`src/rtl/fetch_unit.sv`:
```
// fetch_unit: sequential instruction fetch with a single outstanding request, a decode queue and redirect flush
module fetch_unit #(
  parameter int XLEN = 32,
  parameter logic [XLEN-1:0] RESET_PC = '0,
  parameter int FQ_DEPTH = 4
) (
  input  logic                        clk,
  input  logic                        nrst,
  output logic                        imem_req_valid,
  input  logic                        imem_req_ready,
  output logic [XLEN-1:0]             imem_req_addr,
  input  logic                        imem_rsp_valid,
  input  logic [31:0]                 imem_rsp_data,
  input  logic                        redirect_valid,
  input  logic [XLEN-1:0]             redirect_pc,
  output logic                        dec_valid,
  input  logic                        dec_ready,
  output logic [31:0]                 dec_inst,
  output logic [XLEN-1:0]             dec_pc,
  output logic [$clog2(FQ_DEPTH):0]   fq_count,
  output logic                        misalign_err
);
  localparam int AW = $clog2(FQ_DEPTH);
  localparam int CW = AW + 1;

  typedef enum logic [1:0] {IDLE, REQ, WAIT, WAIT_DROP} state_t;

  state_t state, state_nx;
  logic [XLEN-1:0] fetch_pc, req_pc;
  logic [XLEN-1:0] pc_q [FQ_DEPTH];
  logic [31:0] inst_q [FQ_DEPTH];
  logic [AW-1:0] rd_ptr, wr_ptr;
  logic outstanding, credit, accept, push, pop;

  // An in-flight request reserves a queue slot, so the queue can never overflow
  assign outstanding = state == WAIT || state == WAIT_DROP;
  assign credit = (fq_count + CW'(outstanding)) < CW'(FQ_DEPTH);
  assign accept = imem_req_valid && imem_req_ready;
  assign push = state == WAIT && imem_rsp_valid && !redirect_valid;
  assign pop = dec_valid && dec_ready && !redirect_valid;

  always_ff @(posedge clk) begin
    if (nrst) state <= IDLE;
    else state <= state_nx;
  end

  // A redirect turns any request still owed a response into a dropped one
  always_comb begin
    state_nx = state;
    if (redirect_valid) state_nx = ((outstanding && !imem_rsp_valid) || accept) ? WAIT_DROP : REQ;
    else if (state == IDLE) state_nx = credit ? REQ : IDLE;
    else if (state == REQ) state_nx = imem_req_ready ? WAIT : REQ;
    else if (imem_rsp_valid) state_nx = credit ? REQ : IDLE;
  end

  always_comb begin
    imem_req_valid = state == REQ;
    imem_req_addr = imem_req_valid ? fetch_pc : '0;
    dec_valid = fq_count != '0;
    dec_pc = dec_valid ? pc_q[rd_ptr] : '0;
    dec_inst = dec_valid ? inst_q[rd_ptr] : '0;
  end

  always_ff @(posedge clk) begin
    if (nrst) begin
      fetch_pc <= RESET_PC;
      req_pc <= '0;
      rd_ptr <= '0;
      wr_ptr <= '0;
      fq_count <= '0;
      misalign_err <= 1'b0;
    end else begin
      misalign_err <= redirect_valid && |redirect_pc[1:0];
      if (redirect_valid) fetch_pc <= {redirect_pc[XLEN-1:2], 2'b00};
      else if (accept) fetch_pc <= fetch_pc + XLEN'(4);
      if (accept) req_pc <= fetch_pc;
      if (redirect_valid) begin
        rd_ptr <= '0;
        wr_ptr <= '0;
        fq_count <= '0;
      end else begin
        rd_ptr <= rd_ptr + AW'(pop);
        wr_ptr <= wr_ptr + AW'(push);
        fq_count <= fq_count + CW'(push) - CW'(pop);
      end
    end
  end

  always_ff @(posedge clk) begin
    if (push) begin
      pc_q[wr_ptr] <= req_pc;
      inst_q[wr_ptr] <= imem_rsp_data;
    end
  end

  // Memory may only answer a request this block is waiting on
  assert property (@(posedge clk) disable iff (nrst) !imem_rsp_valid || outstanding);
endmodule

```
`config.mk`:
```
export PLATFORM = sky130hd
export DESIGN_NAME = fetch_unit
export DESIGN_NICKNAME = d
export VERILOG_FILES = /design/src/rtl/fetch_unit.sv
export SDC_FILE = /design/constraint.sdc
export NUM_CORES = 1
export LEC_CHECK = 0
export CAP_MARGIN = 40
export CORE_MARGIN = 2
export CORE_UTILIZATION = 55
export DETAILED_ROUTE_END_ITERATION = 8
export GPL_ROUTABILITY_DRIVEN = 1
export HOLD_SLACK_MARGIN = 0.08
export PLACE_DENSITY = 0.8
export SLEW_MARGIN = 20
export SYNTH_ARGS = -nofsm -noshare
export SYNTH_HDL_FRONTEND = slang
export SYNTH_SLANG_ARGS = --single-unit
```
`constraint.sdc`:
```
create_clock -name clk -period 9.8 [get_ports clk]
set_input_delay 1.96 -clock clk [delete_from_list [all_inputs] [get_ports clk]]
set_output_delay 1.96 -clock clk [all_outputs]
set_load 0.03 [all_outputs]
```
Word-level counts from Yosys, hierarchy flattened:

Memories as Yosys holds them, arrays and structs flattened. A register that Yosys moved wholly into a read port is not among the register bits.
Index checks and enable logic that the tools add are counted.

* register bits after elaboration: 74
* memories kept: 2
* RAM bits: 256
* word-level logic and storage cells: 53
* bits of input ports: 70
* output and inout port bits: 102

* muxes and demuxes: 16
* add/subtract/negate cells: 6
* order comparisons: 1
* eq/ne operators: 3
* reductions and logical operators: 17

Memories
* inst_q: depth 4, width 32, read ports 1, clocked after Yosys merged registers in 1, wr ports 1, RTL line 31 `logic [31:0] inst_q [FQ_DEPTH];`
* pc_q: depth 4, width 32, read ports 1, clocked after Yosys merged registers in 1, wr ports 1, RTL line 30 `logic [XLEN-1:0] pc_q [FQ_DEPTH];`

Operators with widths (number)
* 2-to-1 mux 32 bit: 5
* adder 32 x 3 -> 32 bit, second input constant: 1
* 2-to-1 mux 2 bit: 8
* logical AND 1 bit: 7
* adder 3 x 1 -> 3 bit: 2
* adder 2 x 1 -> 2 bit: 2
* == test 2 bit, second input constant: 2
* nonzero test 4 bit: 1
* OR reduction 2 bit: 2
* < comparator 3 bit, second input constant: 1
* 2-to-1 mux 1 bit: 3
* nonzero test 3 bit: 1
* subtractor 3 x 1 -> 3 bit: 1
* == test 2 x 1 -> 1 bit, second input constant: 1
* zero test 1 bit: 2
* zero test 2 bit: 1
* logical OR 1 bit: 2
* nonzero test 2 bit: 1

Longest topological paths before layout:

Gate-level depths: netlist of the first run.

* word-level depth: 9
* depth in mapped cells: 11

Least setup slack after synthesis of the first run:

OpenSTA, ideal clock, no wires.

* path kind: in2reg
* start point: input imem_rsp_valid
* end point: memory inst_q[0][0], enable pin
* arrival: 6.991 ns
* data required time: 9.229 ns
* path slack: 2.238 ns
* stages on the path: 3
* library setup time: 0.571 ns
* buffers on the path: 1
* path through: nor4bb_1 > clkbuf_1 > nor3b_1

* longest elaborated chain between the ends: 4

Ends and longest elaborated chain
* start, declared: RTL line 12 `input logic imem_rsp_valid,`
* logical AND 1 bit (2 in a row): RTL line 39 `assign push = state == WAIT && imem_rsp_valid && !redirect_valid;`
* 2-to-1 mux 1 bit: RTL line 90 `if (push) begin`
* 2-to-1 mux 1 bit (implied by the code): RTL line 92 `inst_q[wr_ptr] <= imem_rsp_data;`
* end, declared: RTL line 31

Every way passes these cells.

==> results of run 1 <==
-- logic make-up after synthesis --
group,synth area share
other,0.000292
and+or+nand+nor,0.115
adders and majority gates,0.00448
AOI/OAI and AO/OA,0.0353
buffers and inverters,0.0228
xor gates and xnor gates,0.0211
muxes,0.113
DFF,0.689
-- routing by layer --
layer  vias to the layer above  global-route usage  routed length [um]
li1                       3404                   -                   -
met1                      3544               0.288               10900
met2                       255               0.334               11700
met3                        26              0.0341                1580
met4                         0              0.0433                 330
met5                         -                   0                   0
-- power breakdown --
group	internal (uW)	switching (uW)
Combinational	58.8	61.9
Clock	764	482
Sequential	1460	20.8
Total	2280	564
-- registers in the layout (all words and copies together) (netlist names), 2 cells and up --
register,count
rd_ptr,2
state,2
inst_q,128
fq_count,3
fetch_pc,30
wr_ptr,2
pc_q,120
req_pc,30
-- layout by cell type (no fill, tap or decap), drive strengths merged, types with 6 or more instances in the layout --
| master | count |
|---|---|
| a21oi | 51 |
| and2 | 93 |
| buf | 17 |
| bufinv | 6 |
| clkbuf | 39 |
| clkdlybuf4s50 | 165 |
| clkinv | 7 |
| dfxtp | 70 |
| edfxtp | 248 |
| inv | 23 |
| mux4 | 62 |
| nand2 | 78 |
| nand3 | 15 |
| nand4 | 12 |
| nor2 | 19 |
| nor3 | 8 |
| nor4 | 6 |
| o21a | 16 |
| o21ai | 6 |
| xnor2 | 25 |
| xor2 | 6 |
-- critical path: cells and delay by family, from the launching register on --
kind,cells,cell delay (ps)
simple gates,1,180
mux,1,560
buf+inv,3,1290
flops,1,620
-- metrics by stage --
stage,power [uW],area (um2),setup WS (ps),utilization,hold WS [ps]
global placement,1630,14800,4940,0.649,480
floorplan,1570,12900,2240,-,460
detailed placement,1630,14900,5090,0.656,490
CTS,2870,16000,4520,0.704,498
global route,2930,16000,4400,0.704,516
finish,2850,16000,4630,0.704,498
-- path summary, 6_finish.rpt --
check | start | endpoint | slack [ps] | cells past startpoint
max | rd_ptr[0] | dec_pc[22] | 4630 | 5
min | fetch_pc[30] | req_pc[30] | 500 | 2
max reg2reg | fq_count[1] | fq_count[2] | 7150 | 10
min reg2reg | fetch_pc[30] | req_pc[30] | 500 | 2
-- final cells by class --
cell class / instances / area [um2] / share of cell area
multi-input combinational: 441 / 3740 / 0.233
clock buffer: 39 / 836 / 0.0521
tap: 313 / 392 / 0.0244
clock inverter: 18 / 259 / 0.0161
inverter: 20 / 75.1 / 0.00468
timing repair buffer: 182 / 1880 / 0.117
sequential: 318 / 8860 / 0.552
==> results.cfg, run 1 <==
[global_routing]
grt-ovfl-total = 0
grt_max_degree = 58
grt_pass1_wl_um = 38800
antenna_found_initial = 0
grt_pass1_vias = 7287
grt_use_total = 0.203

[timing]
worstMarginPinSlew_ps = 739
fmax_mhz = 193
setup_violations = 0
rsz0062_at_grt = false
slew_viol_final = 0
fin_crit_ps = 5170
relSlewSlack = 0.507
fin_tns_setup_ps = 0
hold_viol = 0
fin_crit_sh = 0.528
fin_skew_ps = 9.34

[route]
drtIter0Drc = 504
first_pass_iters = 4
drcViolationCount = 0
postRouteAntennaNets = 0
wire_per_inst_um = 18.4
wl_um = 24500
viasPerCell = 5.43
vias = 7229

[power_and_ir_drop]
ir_worst_vdd_v = 0.000116
power.density_nw_per_um2 = 178
power.leakage_uw = 0.00536

[synth]
yosys_warnings = 0
synth_edf_count = 248
ys_seq_elements = 318
synthesis.area_um2 = 12800
ys_seq_area_frac = 0.689
synth_area_leaders = edfxtp_1, dfxtp_1, mux4_2
async_flop_share = 0
synth_top_cell_area_share = 0.580
synth_area_per_cell_um2 = 15.5
yosys.area.top_type = edfxtp_1
synth_most_common_cell = edfxtp_1
synth_cell_types = 50
synth_common_cells = edfxtp_1, and2_1, nand2_1, dfxtp_1, mux4_2
ys.flop_type = edfxtp_1
syn_inst = 827

[clock_network]
clk_latency_ps = 530
ctsHoldBuffers = 0
htree_num_levels = 1
root_buffer = clkbuf_16
cts_sinks = 318
tritoncts = yes
cts_buffers = 31
cts.clk_slew.worst_paths_ps = 60
post-cts-setup-buffer-count = 0
cts_resized = 0
cts_buffer_depth = 3

[setup_path]
start_kind = flop
cpMaxStageDelayCell = dfxtp_4
cp-end-kind = output pin
max_stage_delay_ps = 620
cp.arrival_ps = 3210
crit_chain = buf_4 -> buf_16 -> mux4_2 -> and2_1 -> clkdlybuf4s50_1
path_class = reg -> out
critPathMaxFanout = 27
worstPathRequired_ps = 7840

[floorplanning]
dieArea_um2 = 24600
start_util = 0.564
design.core.area_um2 = 22800
dieWidth_um = 157
pin_count = 172
std_cell_rows = 55
fp.dieH_um = 157

[cells_and_area]
instances_no_fill = 1331
area_growth_pct = 24.9
fillers = 1508
n_antenna_cell = 0
fin_nets = 1068
drive_gt1_frac = 0.148

[place]
dp_hpwl_um = 15300
port_buffers = 167
dpl.cell_count = 1274
place.gp.congestion = 0.802

[worst_hold_path]
worst_hold_path_type = reg -> reg

[status]
outcome = complete, no violations

[job]
maxCapViolations = 0
No activity file was read; power rests on OpenSTA's default activity.
==> run 2: changes to the inputs <==
Clock period 9.8 ns to 4.85 ns, I/O delays scaled along.
==> run 2 against run 1 <==
Global-route usage is 0.097 points lower. Non-clock buffer count stayed put. Wire length decreased by 0.95%. Sequential cell count unchanged. Critical endpoint is now dec_inst[4].
==> results.cfg, run 2 (synthesis results as in run 1) <==
[status]
outcome = complete, no violations

[timing]
relSlewSlack = 0.517
fmax_mhz = 254
rsz0062_at_grt = false
worstMarginPinSlew_ps = 723
fin_tns_setup_ps = 0
fin_crit_sh = 0.813
hold_viol = 0
fin_hold_ws_ps = 496
fin_skew_ps = 9.19
slew_viol_final = 0
setup_violations = 0
fin_crit_ps = 3940

[global_routing]
use_met2 = 0.330
grt_use_total = 0.202
met1_usage = 0.290
busiest_layer = met2
grt-ovfl-total = 0
antenna_found_initial = 1
grt_pass1_wl_um = 38700
grt_max_degree = 57
grtUsageMet3 = 0.0352
grt_pass1_vias = 7332

[route]
postRouteAntennaNets = 0
vias = 7205
drcViolationCount = 0
wire_per_inst_um = 18.2
drtIter0Drc = 454
first_pass_iters = 4
viasPerCell = 5.41
wl_um = 24300

[clock_network]
cts_sinks = 318
cts.clk_slew.worst_paths_ps = 60
htree_num_levels = 1
cts_resized = 0
cts_buffers = 31
post-cts-setup-buffer-count = 0
tritoncts = yes
clk_latency_ps = 530
root_buffer = clkbuf_16
cts_buffer_depth = 3
ctsHoldBuffers = 0

[power_and_ir_drop]
power.leakage_uw = 0.00531
ir_worst_vdd_v = 0.000195
power.density_nw_per_um2 = 347

[cells_and_area]
reg_top3 = inst_q (128), pc_q (120)
fillers = 1526
area_growth_pct = 24.1
layout_commonest_cell = edfxtp_1
instances_no_fill = 1332
final_cell_mix = edfxtp_1, clkdlybuf4s50_1, and2_1
regMostFlops = inst_q
multiInputGateArea_um2 = 3740
finalInstanceArea_um2 = 15900
regArea_um2 = 8860
drive_gt1_frac = 0.139
largest_register_ff_count = 128
fin_nets = 1068

[worst_hold_path]
hold_start = req_pc[16]
worst_hold_path_type = reg -> reg

[setup_path]
cp-end-kind = output pin
worstPathRequired_ps = 3880
start_kind = flop
critPathMaxFanout = 27
crit_chain = buf_4 -> mux4_2 -> and2_1 -> clkdlybuf4s50_1
cp.arrival_ps = 2970
r2r-start = fq_count[1]
max_stage_delay_ps = 680
path_buf_inv = 2
cp-startpoint = rd_ptr[0]
cpMaxStageDelayCell = dfxtp_4
path_class = reg -> out
path_delay_family = buffers and inverters

[place]
place.gp.congestion = 0.790
dp_hpwl_um = 15300
dpl.cell_count = 1274
dpl_cell_area_um2 = 15000
port_buffers = 167

[floorplanning]
pin_count = 172
dieWidth_um = 157
design.core.area_um2 = 22800
start_util = 0.564
fp.dieH_um = 157
std_cell_rows = 55
dieArea_um2 = 24600

[job]
maxCapViolations = 0
## run 2: cell count changes in the layout (fill, tap and decap cells not counted), sizes merged
cell	before	now
clkbuf	39	42
diode	0	1
clkinv	7	11
bufinv	6	2
inv	23	20
## run 2: path summary, 6_finish.rpt
kind | endpoint | slack, ps | cells after the start
max | dec_inst[4] | 910 | 4
min | req_pc[16] | 500 | 2
min reg2reg | req_pc[16] | 500 | 2
max reg2reg | fq_count[2] | 2060 | 10
## run 2: worst register-to-register path, stage by stage (launching register included)
cell,delay [ps]
dfxtp_1,460
or3_2,630
nand2_1,230
nor3_1,310
a21o_1,130
ha_1,130
inv_1,50
fa_1,370
xor2_1,190
xnor2_1,140
nor2_1,50
## run 2: report_power, final
group / total [uW] / switching [uW] / internal (uW)
sequential: 2990 / 42.9 / 2950
combinational: 244 / 125 / 119
clock: 2290 / 939 / 1350
total: 5530 / 1110 / 4420
## run 2: metrics by stage
stage	setup WS (ps)	total power [uW]	utilization
2_1_floorplan	277	3170	-
3_3_place_gp	1380	3290	0.650
3_5_place_dp	1350	3300	0.656
4_1_cts	784	5570	0.700
5_1_grt	697	5700	0.700
6_report	908	5530	0.700
## run 2: layout make-up
| type | instances | area share |
|---|---|---|
| sequential | 318 | 0.555 |
| tap | 313 | 0.0246 |
| multi-input combinational | 441 | 0.235 |
| clock inverter | 15 | 0.00777 |
| timing repair buffer | 182 | 0.118 |
| clock buffer | 42 | 0.0545 |
| inverter | 20 | 0.00471 |
| antenna | 1 | 0.000157 |
## run 2: routing by layer
metal  up-vias  part of all wire
li1       3411                 -
met1      3556              0.46
met2       218              0.47
met3        20             0.058
met4         0            0.0097
met5         -                 0
